==> src/rtl/grant_arbiter.sv <==
// +-----------------------------------------------------------------------+
// | grant_arbiter: registered N-channel one-hot arbiter, fixed priority   |
// | or round-robin, grant lock and optional hold timeout. Rev 1.0         |
// +-----------------------------------------------------------------------+
`default_nettype none

module grant_arbiter #(
   parameter int N        = 4,
   parameter int RR       = 1,
   parameter int MAX_HOLD = 0,
   parameter int IW       = $clog2(N)
) (
   input  logic          clk,
   input  logic          rst,
   input  logic [N-1:0]  req,
   output logic [N-1:0]  gnt,
   output logic [IW-1:0] gnt_idx,
   output logic          busy,
   output logic          timeout
);

   typedef enum logic [0:0] {
      ST_IDLE  = 1'b0,
      ST_GRANT = 1'b1
   } state_t;

   localparam logic [IW:0] N_W       = (IW+1)'(N);
   localparam bit          HOLD_EN   = (MAX_HOLD != 0);
   localparam logic [7:0]  HOLD_LAST = 8'(MAX_HOLD - 1);

   state_t        state_q, state_d;
   logic [N-1:0]  gnt_q, gnt_d;
   logic [IW-1:0] idx_q, idx_d;
   logic [IW-1:0] ptr_q, ptr_d;
   logic [7:0]    cnt_q, cnt_d;
   logic          busy_q, busy_d;
   logic          timeout_q, timeout_d;

   logic [IW-1:0] base;
   logic [N-1:0]  req_rot;
   logic [IW-1:0] off;
   logic [IW:0]   win_sum;
   logic [IW-1:0] win_idx;
   logic [IW:0]   ptr_inc;

   // Rotate the request vector so the scan always starts at bit 0, then
   // map the lowest set offset back to an absolute channel number.
   always_comb begin
      base    = (RR != 0) ? ptr_q : '0;
      req_rot = N'({req, req} >> base);
      off     = '0;
      for (int i = N - 1; i >= 0; i--) begin
         if (req_rot[i]) off = IW'(i);
      end
      win_sum = {1'b0, base} + {1'b0, off};
      if (win_sum >= N_W) win_sum = win_sum - N_W;
      win_idx = win_sum[IW-1:0];
      ptr_inc = {1'b0, win_idx} + 1'b1;
      if (ptr_inc == N_W) ptr_inc = '0;
   end

   always_comb begin
      state_d   = state_q;
      gnt_d     = gnt_q;
      idx_d     = idx_q;
      ptr_d     = ptr_q;
      cnt_d     = cnt_q;
      busy_d    = busy_q;
      timeout_d = 1'b0;
      case (state_q)
         ST_IDLE: begin
            gnt_d  = '0;
            busy_d = 1'b0;
            if (|req) begin
               state_d = ST_GRANT;
               gnt_d   = {{(N-1){1'b0}}, 1'b1} << win_idx;
               idx_d   = win_idx;
               busy_d  = 1'b1;
               cnt_d   = '0;
               if (RR != 0) ptr_d = ptr_inc[IW-1:0];
            end
         end
         ST_GRANT: begin
            // A dropped request wins over a coincident timeout.
            if (!req[idx_q]) begin
               state_d = ST_IDLE;
               gnt_d   = '0;
               busy_d  = 1'b0;
            end else if (HOLD_EN && (cnt_q == HOLD_LAST)) begin
               state_d   = ST_IDLE;
               gnt_d     = '0;
               busy_d    = 1'b0;
               timeout_d = 1'b1;
            end else begin
               cnt_d = cnt_q + 8'd1;
            end
         end
         default: begin
            state_d = ST_IDLE;
            gnt_d   = '0;
            idx_d   = '0;
            busy_d  = 1'b0;
            cnt_d   = '0;
         end
      endcase
   end

   always_ff @(posedge clk) begin
      if (rst) begin
         state_q   <= ST_IDLE;
         gnt_q     <= '0;
         idx_q     <= '0;
         ptr_q     <= '0;
         cnt_q     <= '0;
         busy_q    <= 1'b0;
         timeout_q <= 1'b0;
      end else begin
         state_q   <= state_d;
         gnt_q     <= gnt_d;
         idx_q     <= idx_d;
         ptr_q     <= ptr_d;
         cnt_q     <= cnt_d;
         busy_q    <= busy_d;
         timeout_q <= timeout_d;
      end
   end

   assign gnt     = gnt_q;
   assign gnt_idx = idx_q;
   assign busy    = busy_q;
   assign timeout = timeout_q;

endmodule

`default_nettype wire

==> config.mk <==
export PLATFORM = sky130hd
export DESIGN_NAME = grant_arbiter
export DESIGN_NICKNAME = d
export VERILOG_FILES = /design/src/rtl/grant_arbiter.sv
export SDC_FILE = /design/constraint.sdc
export NUM_CORES = 1
export LEC_CHECK = 0
export BUFFER_PORTS_ARGS = -buffer_cell sky130_fd_sc_hd__clkbuf_2
export CAP_MARGIN = 20
export CORE_MARGIN = 3
export CORE_UTILIZATION = 52
export CTS_CLUSTER_SIZE = 40
export DETAILED_ROUTE_END_ITERATION = 10
export GPL_TIMING_DRIVEN = 1
export PLACE_DENSITY = 0.74
export RECOVER_POWER = 100
export SKIP_LAST_GASP = 1
export SYNTH_ARGS = -nofsm -noshare
export SYNTH_HDL_FRONTEND = slang
export SYNTH_SLANG_ARGS = --single-unit
==> constraint.sdc <==
create_clock -name clk -period 3.07 [get_ports clk]
set_clock_uncertainty 0.2 [all_clocks]
set_input_delay 0.1535 -clock clk [delete_from_list [all_inputs] [get_ports clk]]
set_output_delay 0.1535 -clock clk [all_outputs]
set_load 0.01 [all_outputs]
Word-level counts from Yosys, hierarchy flattened
Index checks and enable logic that the tools add are counted.
{"block": "totals", "reg_bits": 10, "inputBits": 6, "wordCells": 33}
{"block": "op_classes", "shifts": 2, "n_lt_le_gt_ge": 2, "reduce_logical": 2, "mux": 16, "n_eq_ne": 2, "add_sub_neg": 3, "n_bitwise": 1}
{"operator": "2-to-1 mux 2 bit", "n": 6}
{"operator": "2-to-1 mux 4 bit", "n": 2}
{"operator": "one-hot mux 4 bit (2 select lines)", "n": 1}
{"operator": "right shift 8 x 2 -> 4 bit", "n": 1}
{"operator": "2-to-1 mux 1 bit", "n": 4}
{"operator": "one-hot mux 1 bit (2 select lines)", "n": 2}
{"operator": "OR reduction 4 bit", "n": 1}
{"operator": "<< shifter 1 x 2 -> 4 bit, first input constant", "n": 1}
{"operator": "adder 2 x 1 -> 3 bit, second input constant", "n": 1}
{"operator": "adder 2 x 2 -> 3 bit", "n": 1}
{"operator": "equality test 3 bit, second input constant", "n": 1}
{"operator": ">= comparator 3 bit, second input constant", "n": 1}
{"operator": "less-than comparator 2 x 3 -> 1 bit, second input constant", "n": 1}
{"operator": "binary-select mux 1 bit (select 2 bit)", "n": 1}
{"operator": "!= test 2 bit, second input constant", "n": 1}
{"operator": "AND reduction 2 bit", "n": 1}
{"operator": "subtractor 2 x 1 -> 2 bit, second input constant", "n": 1}
{"operator": "inverter 1 bit", "n": 1}

Longest topological paths before layout
{"block": "depth", "ltp_word": 11, "ltp_mapped": 11}

Least setup slack after synthesis
OpenSTA, ideal clock, no wires.
{"block": "synth_path", "kind": "reg-to-reg", "startpoint": "reg ptr_q[0] (netlist: base[0])", "endpoint": "reg ptr_q[1] (netlist: base[1])", "path_slack_ns": 0.792, "required_time_ns": 2.747, "setup_time_ns": 0.123, "n_path_buf": 1, "stages_incl_launch_ff": 10, "arrival_time_ns": 1.955, "path_cell_list": "dfxtp_1 buf_8 o311a_1 o21ai_0 ha_1 xor2_1 xnor2_2 ha_1 mux2i_1 nor2_1"}
{"block": "synth_between", "elab_chain_cells": 11, "elab_cells_between_ends": 12}
{"element": "from (decl)", "line": "34", "rtl": "logic [IW-1:0] ptr_q, ptr_d;"}
{"element": "from (signal assigned)", "line": "121", "rtl": "ptr_q <= ptr_d;"}
{"element": "right shift 8 x 2 -> 4 bit", "line": "50", "rtl": "req_rot = N'({req, req} >> base);"}
{"element": "2-to-1 mux 2 bit (4 in series)", "line": "53", "rtl": "if (req_rot[i]) off = IW'(i);"}
{"element": "adder 2 x 2 -> 3 bit *", "line": "55", "rtl": "win_sum = {1'b0, base} + {1'b0, off};"}
{"element": ">= comparator 3 bit / subtractor 2 x 1 -> 2 bit (equally long branches)", "line": "56", "rtl": "if (win_sum >= N_W) win_sum = win_sum - N_W;"}
{"element": "2-to-1 mux 2 bit *", "line": "56"}
{"element": "adder 2 x 1 -> 3 bit *", "line": "58", "rtl": "ptr_inc = {1'b0, win_idx} + 1'b1;"}
{"element": "equality test 3 bit", "line": "59", "rtl": "if (ptr_inc == N_W) ptr_inc = '0;"}
{"element": "2-to-1 mux 2 bit *", "line": "59"}
{"element": "via ptr_inc[1]", "line": "44", "rtl": "logic [IW:0] ptr_inc;"}
The timed path passes the listed nets; every way through them passes the cells marked *.
A chain may end at the register's enable or synchronous reset.

Worst setup path in the final report
Ends and elaborated chain as after synthesis.

==> results.json <==
{
  "run_status": "finished, final reports clean",
  "power.density_nw_per_um2": 782,
  "track_usage": 0.151,
  "p_comb_frac": 0.474,
  "final_common_cell": "nor2_1",
  "ys_seq_elements": 10,
  "seq_area_frac_synth": 0.286,
  "rsz0062_at_grt": "no",
  "num_vias": 571,
  "maxCapViolCount": 0,
  "fin_ws_ns": 0.592,
  "start_util": 0.591,
  "die_w_um": 42.7,
  "ys.flop_type": "dfxtp_1",
  "holdWs_ns": 0.0183,
  "place_inst": 98,
  "yosys_warnings": 0,
  "critPathArrivalTime_ns": 2.43,
  "grt_max_degree": 13,
  "grt_pass1_vias": 452,
  "hold_buffers": 0,
  "p_seq_frac": 0.370,
  "clkSinkCount": 10,
  "grt_pass1_wl_mm": 2.08,
  "async_flop_share": 0,
  "start_kind": "register",
  "postSynthAreaPerCell_um2": 8.87,
  "cp_max_fo": 12,
  "syn_area_um2": 701,
  "clock_path_buffers": 2,
  "cts_tree": "built",
  "ioPinCount": 14,
  "htreeDepth": 1,
  "period_share": 0.807,
  "avgRoutedWirePerCell_um": 12.2,
  "setup_tns_ns": 0,
  "grt.overflow.total": 0,
  "drt-initial-drc-count": 17,
  "drive_gt1_frac": 0.161,
  "clockPowerShare": 0.155,
  "p_total_w": 0.000565,
  "p_int_w": 0.000337,
  "final-max-slew-violation-count": 0,
  "cts_resized": 0,
  "core_region_area_um2": 1190,
  "n_antenna_cell": 0,
  "die_area_um2": 1820,
  "power_leakage_nw": 0.283,
  "cts.clk_slew.worst_paths_ns": 0.06,
  "p_sw_frac": 0.405,
  "stdcell_count": 101,
  "postCtsSetupRepairBufs": 0,
  "ctsRootBufferMaster": "clkbuf_4",
  "ys_types": 37,
  "fp-row-count": 12,
  "numPortBuffers": 12,
  "cp_data_required_time_ns": 3.02,
  "syn_to_final_growth_pct": 3.21,
  "hold_class": "in -> reg",
  "layout_min_cycle_time_ns": 2.48,
  "vias_per_cell": 5.65,
  "hold_viol": 0,
  "fmax_ghz": 0.403,
  "nets": 97,
  "synth_enable_flop_cells": 0,
  "insertion_delay_ns": 0.27,
  "antenna_found_initial": 0,
  "pre_cts_slack_ns": 0.627,
  "crit_path_end_kind": "register",
  "setup_viol": 0,
  "syn-num-nets": 87,
  "switching_power_w": 0.000229,
  "irDropWorstVdd_mv": 0.406,
  "synth_cells": 79,
  "antenna_left": 0,
  "hpwl_um": 914,
  "critical_path_class": "reg -> reg",
  "mostFrequentLayoutCells": "nor2_1, dfxtp_1, clkbuf_1",
  "place_congestion": 0.797,
  "drc": 0,
  "cts_made_buffers": 3,
  "die_h_um": 42.7,
  "wl_mm": 1.23,
  "first_pass_iters": 5
}
[cells in the mapped netlist (2+ instances only)]
cell      instances  area share
mux2i_1           2       0.029
ha_1              2       0.036
nand3_1           4       0.029
dfxtp_1          10        0.29
inv_1             2       0.011
o211ai_1          3       0.032
nand2_1           2       0.011
buf_6             3       0.048
nand3b_1          3       0.032
a21oi_1           3       0.021
nor2_1           19        0.10
[area by class of cell]
type	count	area, µm²
Clock buffer	3	22.5
Fill cell	103	463
Inverter	2	7.51
Multi-Input combinational cell	60	424
Sequential cell	10	200
Tap cell	14	17.5
Timing Repair Buffer	12	51.3
[logic make-up after synthesis]
family          synth area share
flops                      0.286
xor+xnor                  0.0482
fa+ha+maj                 0.0357
compound gates             0.207
simple gates               0.248
mux                       0.0607
other cells              0.00535
buf+inv                    0.109
[final timing paths]
kind / depth (start not counted) / slack, ns / from / to
worst min register to register: 2 / 0.30 / busy$_SDFFE_PP0P_ / busy$_SDFFE_PP0P_
worst max-delay path: 9 / 0.59 / base[0]$_SDFFE_PP0P_ / base[1]$_SDFFE_PP0P_
worst min-delay path: 2 / 0.02 / rst / base[0]$_SDFFE_PP0P_
worst max register to register: 9 / 0.59 / base[0]$_SDFFE_PP0P_ / base[1]$_SDFFE_PP0P_
[flip-flops by register name, summed over array words and instances (netlist names)]
register / flops
gnt: 4
busy: 1
base: 2
state_q: 1
gnt_idx: 2
[metal layers]
metal | GRT usage | wire length, µm | part of all wire | up-vias
li1 | - | - | - | 296
met1 | 0.205 | 612 | 0.50 | 256
met2 | 0.210 | 528 | 0.43 | 14
met3 | 0.0508 | 62 | 0.050 | 5
met4 | 0.0745 | 27 | 0.022 | 0
met5 | 0 | 0 | 0 | -
[metrics by stage]
| step | cell area [µm²] | util |
|---|---|---|
| floorplan | 701 | - |
| global placement | 709 | 0.598 |
| detailed placement | 709 | 0.598 |
| CTS | 732 | 0.617 |
| global route | 723 | 0.610 |
| finish | 723 | 0.610 |
[power by group through the flow]
stage	clock, W	sequential, W	combinational, W
final	0.0000879	0.000209	0.000268
after global routing	0.0000973	0.000216	0.000297
after CTS	0.0000917	0.000210	0.000276
after detailed placement	0	0.000213	0.000274
after global placement	0	0.000211	0.000269
after floorplan	0	0.000205	0.000241
[worst max-delay path, stage by stage, from the launching register on]
cell and delay [ns]:
dfxtp_1 0.57, nor2_1 0.09, a221oi_1 0.28, o21ai_0 0.11, ha_1 0.22, xor2_1 0.28, xnor2_2 0.16, ha_1 0.25
mux2i_1 0.13, nor2_1 0.05
Note: power is estimated with default switching activity, not from simulation.
